===== src/rtl/risc_v_mike_pkg.sv =====
// Shared types and constants for the risc_v_mike boot-time imem loader.
// Holds the loader state encoding, the default frame sync byte and a
// helper that classifies which states count as "frame in progress".
package risc_v_mike_pkg;

    typedef enum logic [2:0] {
        IDLE,
        CNT_LO,
        CNT_HI,
        DATA,
        CHK,
        DONE,
        ERR
    } imem_ldr_state_e;

    localparam logic [7:0] IMEM_LDR_SYNC_DEFAULT = 8'hA5;

    // A frame is in progress in every state except the three resting ones.
    function automatic logic ldr_busy(input imem_ldr_state_e s);
        return !((s == IDLE) || (s == DONE) || (s == ERR));
    endfunction

endpackage


===== src/rtl/risc_v_mike_byte_packer.sv =====
// Packs four consecutive bytes, LSB first, into a 32-bit little-endian word.
// Ports:
//   clk, rst      clock, asynchronous active-low reset
//   clear         drop any partial word and restart at byte 0
//   byte_valid    byte_data is accepted this cycle
//   byte_data     incoming byte
//   word_valid_c  combinational: this accepted byte completes a word
//   word_c        combinational: completed word (valid with word_valid_c)
module risc_v_mike_byte_packer (
    input  logic        clk,
    input  logic        rst,
    input  logic        clear,
    input  logic        byte_valid,
    input  logic [7:0]  byte_data,
    output logic        word_valid_c,
    output logic [31:0] word_c
);

    logic [1:0]  byte_cnt;
    logic [23:0] partial;

    // The 4th byte is not stored; it is merged on the fly so the caller can
    // register the finished word in the same cycle it is accepted.
    assign word_valid_c = byte_valid && (byte_cnt == 2'd3);
    assign word_c       = {byte_data, partial};

    always_ff @(posedge clk or negedge rst) begin
        if (!rst) begin
            byte_cnt <= 2'd0;
            partial  <= 24'd0;
        end else if (clear) begin
            byte_cnt <= 2'd0;
            partial  <= 24'd0;
        end else if (byte_valid) begin
            byte_cnt <= byte_cnt + 2'd1;
            partial  <= {byte_data, partial[23:8]};
        end
    end

endmodule


===== src/rtl/risc_v_mike_imem_loader.sv =====
// Boot-time loader: parses a framed program image from a UART byte stream,
// writes it word by word into imem, and releases the core when finished.
// Frame: SYNC, CNT_LO, CNT_HI, then CNT words of 4 bytes, LSB first.
// Optional feature macro: IMEM_LOADER_CHECKSUM_EN adds a trailing XOR
// checksum byte (state CHK); without it the last data word ends the frame.
// Ports:
//   clk, rst                 clock, asynchronous active-low reset
//   rx_data, rx_valid        byte stream from the UART receiver
//   boot_skip                in IDLE, release the core without loading
//   imem_we/addr/wdata       imem word write port
//   core_rst_n               core reset, held low until load completes
//   busy, done, error        loader status (done/error sticky until reset)
module risc_v_mike_imem_loader
    import risc_v_mike_pkg::*;
#(
    parameter int unsigned ADDR_WIDTH = 8,
    parameter int unsigned BASE_WORD  = 2,
    parameter logic [7:0]  SYNC_BYTE  = IMEM_LDR_SYNC_DEFAULT
) (
    input  logic                  clk,
    input  logic                  rst,
    input  logic [7:0]            rx_data,
    input  logic                  rx_valid,
    input  logic                  boot_skip,
    output logic                  imem_we,
    output logic [ADDR_WIDTH-1:0] imem_addr,
    output logic [31:0]           imem_wdata,
    output logic                  core_rst_n,
    output logic                  busy,
    output logic                  done,
    output logic                  error
);

    localparam int unsigned MAX_WORDS = (2 ** ADDR_WIDTH) - BASE_WORD;

    imem_ldr_state_e state;
    logic [7:0]      cnt_lo;
    logic [15:0]     n_words;
    logic [15:0]     word_cnt;
    logic [15:0]     n_rx_c;
    logic            byte_in_c;
    logic            pack_clear_c;
    logic            word_valid_c;
    logic [31:0]     word_c;
`ifdef IMEM_LOADER_CHECKSUM_EN
    logic [7:0]      csum;
`endif

    assign n_rx_c       = {rx_data, cnt_lo};
    assign byte_in_c    = rx_valid && (state == DATA);
    assign pack_clear_c = rx_valid && (state == IDLE) && (rx_data == SYNC_BYTE);

    risc_v_mike_byte_packer u_packer (
        .clk          (clk),
        .rst          (rst),
        .clear        (pack_clear_c),
        .byte_valid   (byte_in_c),
        .byte_data    (rx_data),
        .word_valid_c (word_valid_c),
        .word_c       (word_c)
    );

    // Status outputs follow the state with one cycle of lag, so done and
    // core_rst_n rise the cycle after the final imem write.
    always_ff @(posedge clk or negedge rst) begin
        if (!rst) begin
            state      <= IDLE;
            cnt_lo     <= 8'd0;
            n_words    <= 16'd0;
            word_cnt   <= 16'd0;
            imem_we    <= 1'b0;
            imem_addr  <= '0;
            imem_wdata <= 32'd0;
            core_rst_n <= 1'b0;
            busy       <= 1'b0;
            done       <= 1'b0;
            error      <= 1'b0;
`ifdef IMEM_LOADER_CHECKSUM_EN
            csum       <= 8'd0;
`endif
        end else begin
            imem_we    <= 1'b0;
            busy       <= ldr_busy(state);
            done       <= (state == DONE);
            core_rst_n <= (state == DONE);
            error      <= (state == ERR);

            case (state)
                IDLE: begin
                    // A received byte takes priority over boot_skip.
                    if (rx_valid) begin
                        if (rx_data == SYNC_BYTE) begin
                            state <= CNT_LO;
`ifdef IMEM_LOADER_CHECKSUM_EN
                            csum  <= 8'd0;
`endif
                        end
                    end else if (boot_skip) begin
                        state <= DONE;
                    end
                end
                CNT_LO: begin
                    if (rx_valid) begin
                        cnt_lo <= rx_data;
                        state  <= CNT_HI;
                    end
                end
                CNT_HI: begin
                    if (rx_valid) begin
                        n_words  <= n_rx_c;
                        word_cnt <= 16'd0;
                        if (n_rx_c == 16'd0) begin
`ifdef IMEM_LOADER_CHECKSUM_EN
                            state <= CHK;
`else
                            state <= DONE;
`endif
                        end else if (32'(n_rx_c) > MAX_WORDS) begin
                            state <= ERR;
                        end else begin
                            state <= DATA;
                        end
                    end
                end
                DATA: begin
`ifdef IMEM_LOADER_CHECKSUM_EN
                    if (byte_in_c) begin
                        csum <= csum ^ rx_data;
                    end
`endif
                    if (word_valid_c) begin
                        imem_we    <= 1'b1;
                        imem_addr  <= ADDR_WIDTH'(BASE_WORD) + ADDR_WIDTH'(word_cnt);
                        imem_wdata <= word_c;
                        word_cnt   <= word_cnt + 16'd1;
                        if ((word_cnt + 16'd1) == n_words) begin
`ifdef IMEM_LOADER_CHECKSUM_EN
                            state <= CHK;
`else
                            state <= DONE;
`endif
                        end
                    end
                end
`ifdef IMEM_LOADER_CHECKSUM_EN
                CHK: begin
                    if (rx_valid) begin
                        state <= (rx_data == csum) ? DONE : ERR;
                    end
                end
`endif
                DONE: state <= DONE;
                ERR:  state <= ERR;
                default: state <= ERR;
            endcase
        end
    end

endmodule


===== config.mk =====
export PLATFORM = sky130hd
export DESIGN_NAME = risc_v_mike_imem_loader
export DESIGN_NICKNAME = d
export VERILOG_FILES = /design/src/rtl/risc_v_mike_pkg.sv /design/src/rtl/risc_v_mike_byte_packer.sv /design/src/rtl/risc_v_mike_imem_loader.sv
export SDC_FILE = /design/constraint.sdc
export NUM_CORES = 1
export LEC_CHECK = 0
export BUFFER_PORTS_ARGS = -buffer_cell sky130_fd_sc_hd__buf_4
export CAP_MARGIN = 10
export CORE_MARGIN = 4
export CORE_UTILIZATION = 53
export CTS_CLUSTER_SIZE = 25
export DETAILED_ROUTE_END_ITERATION = 8
export GPL_TIMING_DRIVEN = 0
export PLACE_DENSITY = 0.76
export REMOVE_ABC_BUFFERS = 1
export SYNTH_ARGS = -nofsm -noshare
export SYNTH_HDL_FRONTEND = slang
export SYNTH_HIERARCHICAL = 1
export SYNTH_SLANG_ARGS = --single-unit

===== constraint.sdc =====
create_clock -name clk -period 2.4 [get_ports clk]
set_input_delay 0.24 -clock clk [delete_from_list [all_inputs] [get_ports clk]]
set_output_delay 0.24 -clock clk [all_outputs]
set_load 0.1 [all_outputs]

; After elaboration in Yosys (flattened, before gate mapping)
; Cells that the tools add are included.
[totals]
ff_bits = 113
inputBits = 12
elab_cells = 65
[op_classes]
n_addsub = 3
order_cmp = 1
n_eq_ne = 14
mux = 19
n_reduce_logical = 16
[op_table]
columns = op, count
row1 = $mux 24, 2
row2 = $mux 16, 2
row3 = $pmux 16 s2, 1
row4 = $mux 3, 9
row5 = $add 16x1->16 const B, 1
row6 = $eq 16x16->1, 1
row7 = $gt 16x8->1 const B, 1
row8 = $logic_not 16->1, 1
row9 = $pmux 3 s5, 1
row10 = $add 2x8->8 const A, 1
row11 = $eq 8x8->1 const B, 1
row12 = $eq 3x2->1 const B, 2
row13 = $eq 3x3->1 const B, 2
row14 = $reduce_and 2->1, 3
row15 = $reduce_and 6->1, 1
row16 = $logic_and 1x1->1, 4
row17 = $mux 2, 2
row18 = $ne 2x1->1 const B, 2
row19 = $ne 2x2->1 const B, 2
row20 = $reduce_bool 2->1, 2
row21 = $eq 3x1->1 const B, 1
row22 = $logic_not 3->1, 1
row23 = $ne 3x2->1 const B, 1
row24 = $ne 3x3->1 const B, 1
row25 = other kinds (6), 8

; Logic depth before layout (Yosys ltp)
[depth]
ltp_word = 5
ltp_mapped = 12
mapped_depth_nobuf = 9

; Modules after synthesis
; Netlist, hierarchy kept.
[by_module_without_submodules]
columns = module, n_inst, cells_per_inst, area_each_um2, seq_area_each_um2
row1 = risc_v_mike_imem_loader, 1, 430, 4154.0, 2177.1
row2 = risc_v_mike_byte_packer, 1, 94, 1153.6, 650.6

; Worst setup path after synthesis
; No wires, ideal clock.
[synth_timing]
kind = register to register
startpoint = reg state[2]
endpoint = reg word_cnt[3]
setup_ns = 0.133
arrival_ns = 2.138
t_required_ns = 2.267
setup_slack_ns = 0.129
stages_incl_launch_ff = 13
path_cell_list = dfrtp_1 inv_1 nand2_1 nor2_1 buf_6 buf_12 and2_1 nand4_1 inv_1 nor2_1 clkbuf_1 o21ai_0 o31ai_1
[synth_via]
elab_chain_cells = 5
elab_cells_between_ends = 9
[synth_rtl]
columns = element, line_no
row1 = "start, declared", risc_v_mike_imem_loader.sv:36  ; imem_ldr_state_e state;
row2 = "start signal, assigned", risc_v_mike_imem_loader.sv:67  ; state <= IDLE;
row3 = "start signal, assigned", risc_v_mike_imem_loader.sv:93  ; state <= CNT_LO;
row4 = "start signal, assigned", risc_v_mike_imem_loader.sv:99  ; state <= DONE;
row5 = $eq 3x2->1, risc_v_mike_imem_loader.sv:50  ; assign byte_in_c = rx_valid && (state == DATA);
row6 = $logic_and 1x1->1, risc_v_mike_imem_loader.sv:50
row7 = via byte_in_c, risc_v_mike_imem_loader.sv:41  ; logic byte_in_c;
row8 = $logic_and 1x1->1, risc_v_mike_byte_packer.sv:24  ; assign word_valid_c = byte_valid && (byte_cnt == 2'd3);
row9 = via word_valid_c, risc_v_mike_imem_loader.sv:43  ; logic word_valid_c;
row10 = $ne 2x1->1 (no source line), -
row11 = $reduce_and 3->1 (no source line), -
row12 = "end signal, assigned", risc_v_mike_imem_loader.sv:135  ; word_cnt <= word_cnt + 16'd1;
row13 = "end, declared", risc_v_mike_imem_loader.sv:39  ; logic [15:0] word_cnt;
; The timed path passes the listed nets, and every way through them passes these cells.
; A chain may end at the register's enable or synchronous reset.

; Final worst setup path
[layout_timing]
startpoint = reg state[2]
endpoint = reg word_cnt[8]
; The elaborated chain is that of the path after synthesis.

==> flow_summary.json <==
{
  "rr_startpoint": "state[2]",
  "async_reset_ff_share_pct": 100,
  "slowest_delay_ns": 0.44,
  "multi_input_area_um2": 2270,
  "netlist_area_um2": 5310,
  "required_ns": 2.77,
  "netlist_instances": 524,
  "hold_path.class": "input port to register",
  "grt_use_total_pct": 22.2,
  "cts_buffers": 17,
  "total_power_w": 0.00557,
  "drive_above_1_share_pct": 25.3,
  "placed_cells": 680,
  "routed.top_layer": "met4",
  "finClkSkew_ns": 0.00618,
  "clock-sinks": 113,
  "clock_path_buffers": 2,
  "fmax_ghz": 0.433,
  "slowest_stage": "dfrtp_2",
  "cp_common_cell": "o21ai_0",
  "drc": 0,
  "worst_slew_pin_slew_ns": 0.946,
  "wl_met3_um": 557,
  "gr-total-overflow": 0,
  "timing.hold.ws_ns": 0.0960,
  "num_vias": 4032,
  "worstPathCellList": "inv_2 -> nand2_2 -> nor2_4 -> and2_1 -> nand4_1 -> clkbuf_16 -> buf_8 -> inv_16 -> nor2_2 -> o21ai_0 -> o21ai_0",
  "end_kind": "register",
  "critPathBufInv": 4,
  "drt_first_pass_iters": 4,
  "via_per_inst": 5.53,
  "antenna_found_initial": 0,
  "wl_per_cell_um": 16.5,
  "clkTransAtPathRegs_ns": 0.06,
  "antenna_cells": 0,
  "syn_to_final_growth_pct": 25.0,
  "drtAntennaViolNets": 0,
  "crit_family": "simple AND/OR/NAND/NOR gates",
  "hold_start": "rx_valid",
  "start_kind": "register",
  "critPathArrivalTime_ns": 2.68,
  "outcome": "complete, no violations",
  "avgSynthCellArea_um2": 10.1,
  "fin_crit_ns": 2.31,
  "synthFlopType": "dfrtp_1",
  "die_y_um": 108,
  "grt_pass1_vias": 4142,
  "synth-seq-cells": 113,
  "drv_cap": 0,
  "htree_levels": 4,
  "leakage_nw": 3.20,
  "initialDrtViolationCount": 204,
  "die_w_um": 108,
  "final_cells": 729,
  "power_density_nw_per_um2": 839,
  "cp-startpoint": "state[2]",
  "synth_edf_count": 0,
  "clock_latency_ns": 0.51,
  "nNetsFinal": 598,
  "drv_slew": 0,
  "path_class": "register to register",
  "synth_cell_types": 46,
  "dp_slack_ns": -2.10,
  "cts_root_buf": "clkbuf_8",
  "route.met2.wl_mm": 6.08,
  "core-area_um2": 9770,
  "n_fill_cell": 736,
  "crit_path_max_fanout": 25,
  "setup_viol": 0,
  "place.port_buffers": 56,
  "rsz0062_at_grt": "false",
  "placementRows": 36,
  "ys_warn_count": 6,
  "dieArea_um2": 11700,
  "fin_crit_sh_pct": 96.3,
  "hold_viol": 0,
  "grt_start_max_net_pins": 71,
  "tritoncts": "done",
  "fin_ws_ns": 0.0893,
  "finalSetupTns_ns": 0,
  "wirelength_mm": 12.1,
  "place_congestion": 0.953,
  "routedLengthMet1_mm": 5.22,
  "start_util_pct": 54.3,
  "grt_pass1_wl_mm": 20.3,
  "peakVddDrop_uv": 537,
  "ys_seq_area_share_pct": 53.3,
  "io-pin-count": 57,
  "dpl.hpwl_mm": 7.55,
  "regArea_um2": 2840,
  "max_slew_margin_pct": 36.8
}
-- routing by layer --
metal	track usage [%]	vias to the layer above
met5	0	-
met4	8.48	0
met3	5.97	22
met2	37.6	111
met1	27.1	2013
li1	-	1886
-- flip-flops by register name (all words and copies together), names as in the netlist --
signal             count
imem_wdata            32
u_packer/partial      24
n_words               16
word_cnt              16
cnt_lo                 8
imem_addr              8
state                  3
u_packer/byte_cnt      2
busy                   1
done                   1
error                  1
imem_we                1
-- placed cells by master (no fill, tap or decap), drive strengths merged, types with 2 or more instances in the layout --
cell type	netlist	final
mux2i	25	25
nand2	127	127
ha	3	3
nor3	2	2
nand3	8	8
dlygate4sd3	0	9
clkbuf	12	20
nor4	9	9
nor3b	2	2
a31oi	2	2
inv	5	7
o21ai	33	33
bufinv	0	6
nand4	12	12
buf	27	66
clkinvlp	0	5
a41oi	2	2
and2	4	4
a21o	3	3
a21oi	4	4
o31ai	6	6
nor2	49	51
mux2	24	24
a211o	3	3
xor2	10	10
and4	3	3
xnor2	21	21
nand2b	2	2
dfrtp	113	113
nor2b	3	3
-- final timing paths --
check / end / slack (ns) / cells after the start
max: word_cnt[8] / 0.09 / 11
min reg2reg: imem_wdata[2] / 0.47 / 2
min in group asynchronous: imem_addr[2] / 0.28 / 2
min: state[0] / 0.1 / 3
max in group asynchronous: state[0] / 1.36 / 3
max reg2reg: word_cnt[8] / 0.09 / 11
-- per-stage QoR --
| step | util, % | instance area [µm²] |
|---|---|---|
| finish | 67.9 | 6640 |
| global route | 67.9 | 6640 |
| CTS | 67.3 | 6580 |
| detailed placement | 58.9 | 5750 |
| global placement | 57.7 | 5640 |
| floorplan | - | 5050 |
-- synthesized netlist by cell type, types with 2 or more instances --
cell type	number	area (µm²)
nand2_1	127	477
buf_4	15	113
buf_12	2	40.0
buf_2	8	40.0
a211o_1	3	26.3
nand4_1	12	75.1
clkbuf_1	11	41.3
nor2_1	47	176
xor2_1	10	87.6
o31ai_1	6	45.0
nor2b_1	3	18.8
and4_1	3	26.3
a41oi_1	2	17.5
inv_1	5	18.8
nand3_1	8	40.0
mux2_2	24	270
nand2b_1	2	12.5
nor4_1	6	37.5
a31oi_1	2	12.5
ha_1	3	37.5
xnor2_1	21	184
a21o_1	3	22.5
nor4_2	2	25.0
nor2_2	2	12.5
a21oi_1	4	20.0
and2_1	4	25.0
o21ai_0	33	165
dfrtp_1	113	2830
mux2i_1	25	250
nor3b_1	2	15.0
-- tightest hold or removal path, stage by stage --
cell and delay (ns):
buf_4 0.11, a21oi_1 0.06, a21o_1 0.15
-- kinds of logic (layout without fill, tap and decap cells) --
family	Yosys count	count (layout)	share of synthesized area (%)
and+or+nand+nor	224	226	18.9
DFF	113	113	53.3
AOI/OAI and AO/OA	60	60	7.03
muxes	49	49	9.81
buffers and inverters	44	114	5.14
xor gates and xnor gates	31	31	5.12
adders and majority gates	3	3	0.707
-- layout make-up --
class                   count  area share (%)
multi-input cells         369            34.2
flip-flops and latches    113            42.7
well taps                 133            2.51
repair buffers             76            9.73
repair inverters            1           0.132
clock inverters            13            3.49
clock buffers              19            6.66
inverters                   5           0.528
-- power breakdown --
group / internal, W / switching [W] / total [W]
clock network: 0.00195 / 0.000879 / 0.00283
registers: 0.00209 / 0.000163 / 0.00225
logic: 0.000252 / 0.000236 / 0.000488
total: 0.00429 / 0.00128 / 0.00557
-- repair_timing --
item                                    in CTS  in global routing
endpoints found under the setup margin      60                 17
buffers inserted                             2                  3
hold buffers                                 9                  0
resized for setup                           14                 13
pin swaps                                    2                  3
gates cloned                                 2                  1
hold endpoints to repair                    51                  0
Note: power is estimated with default switching activity, not from simulation.
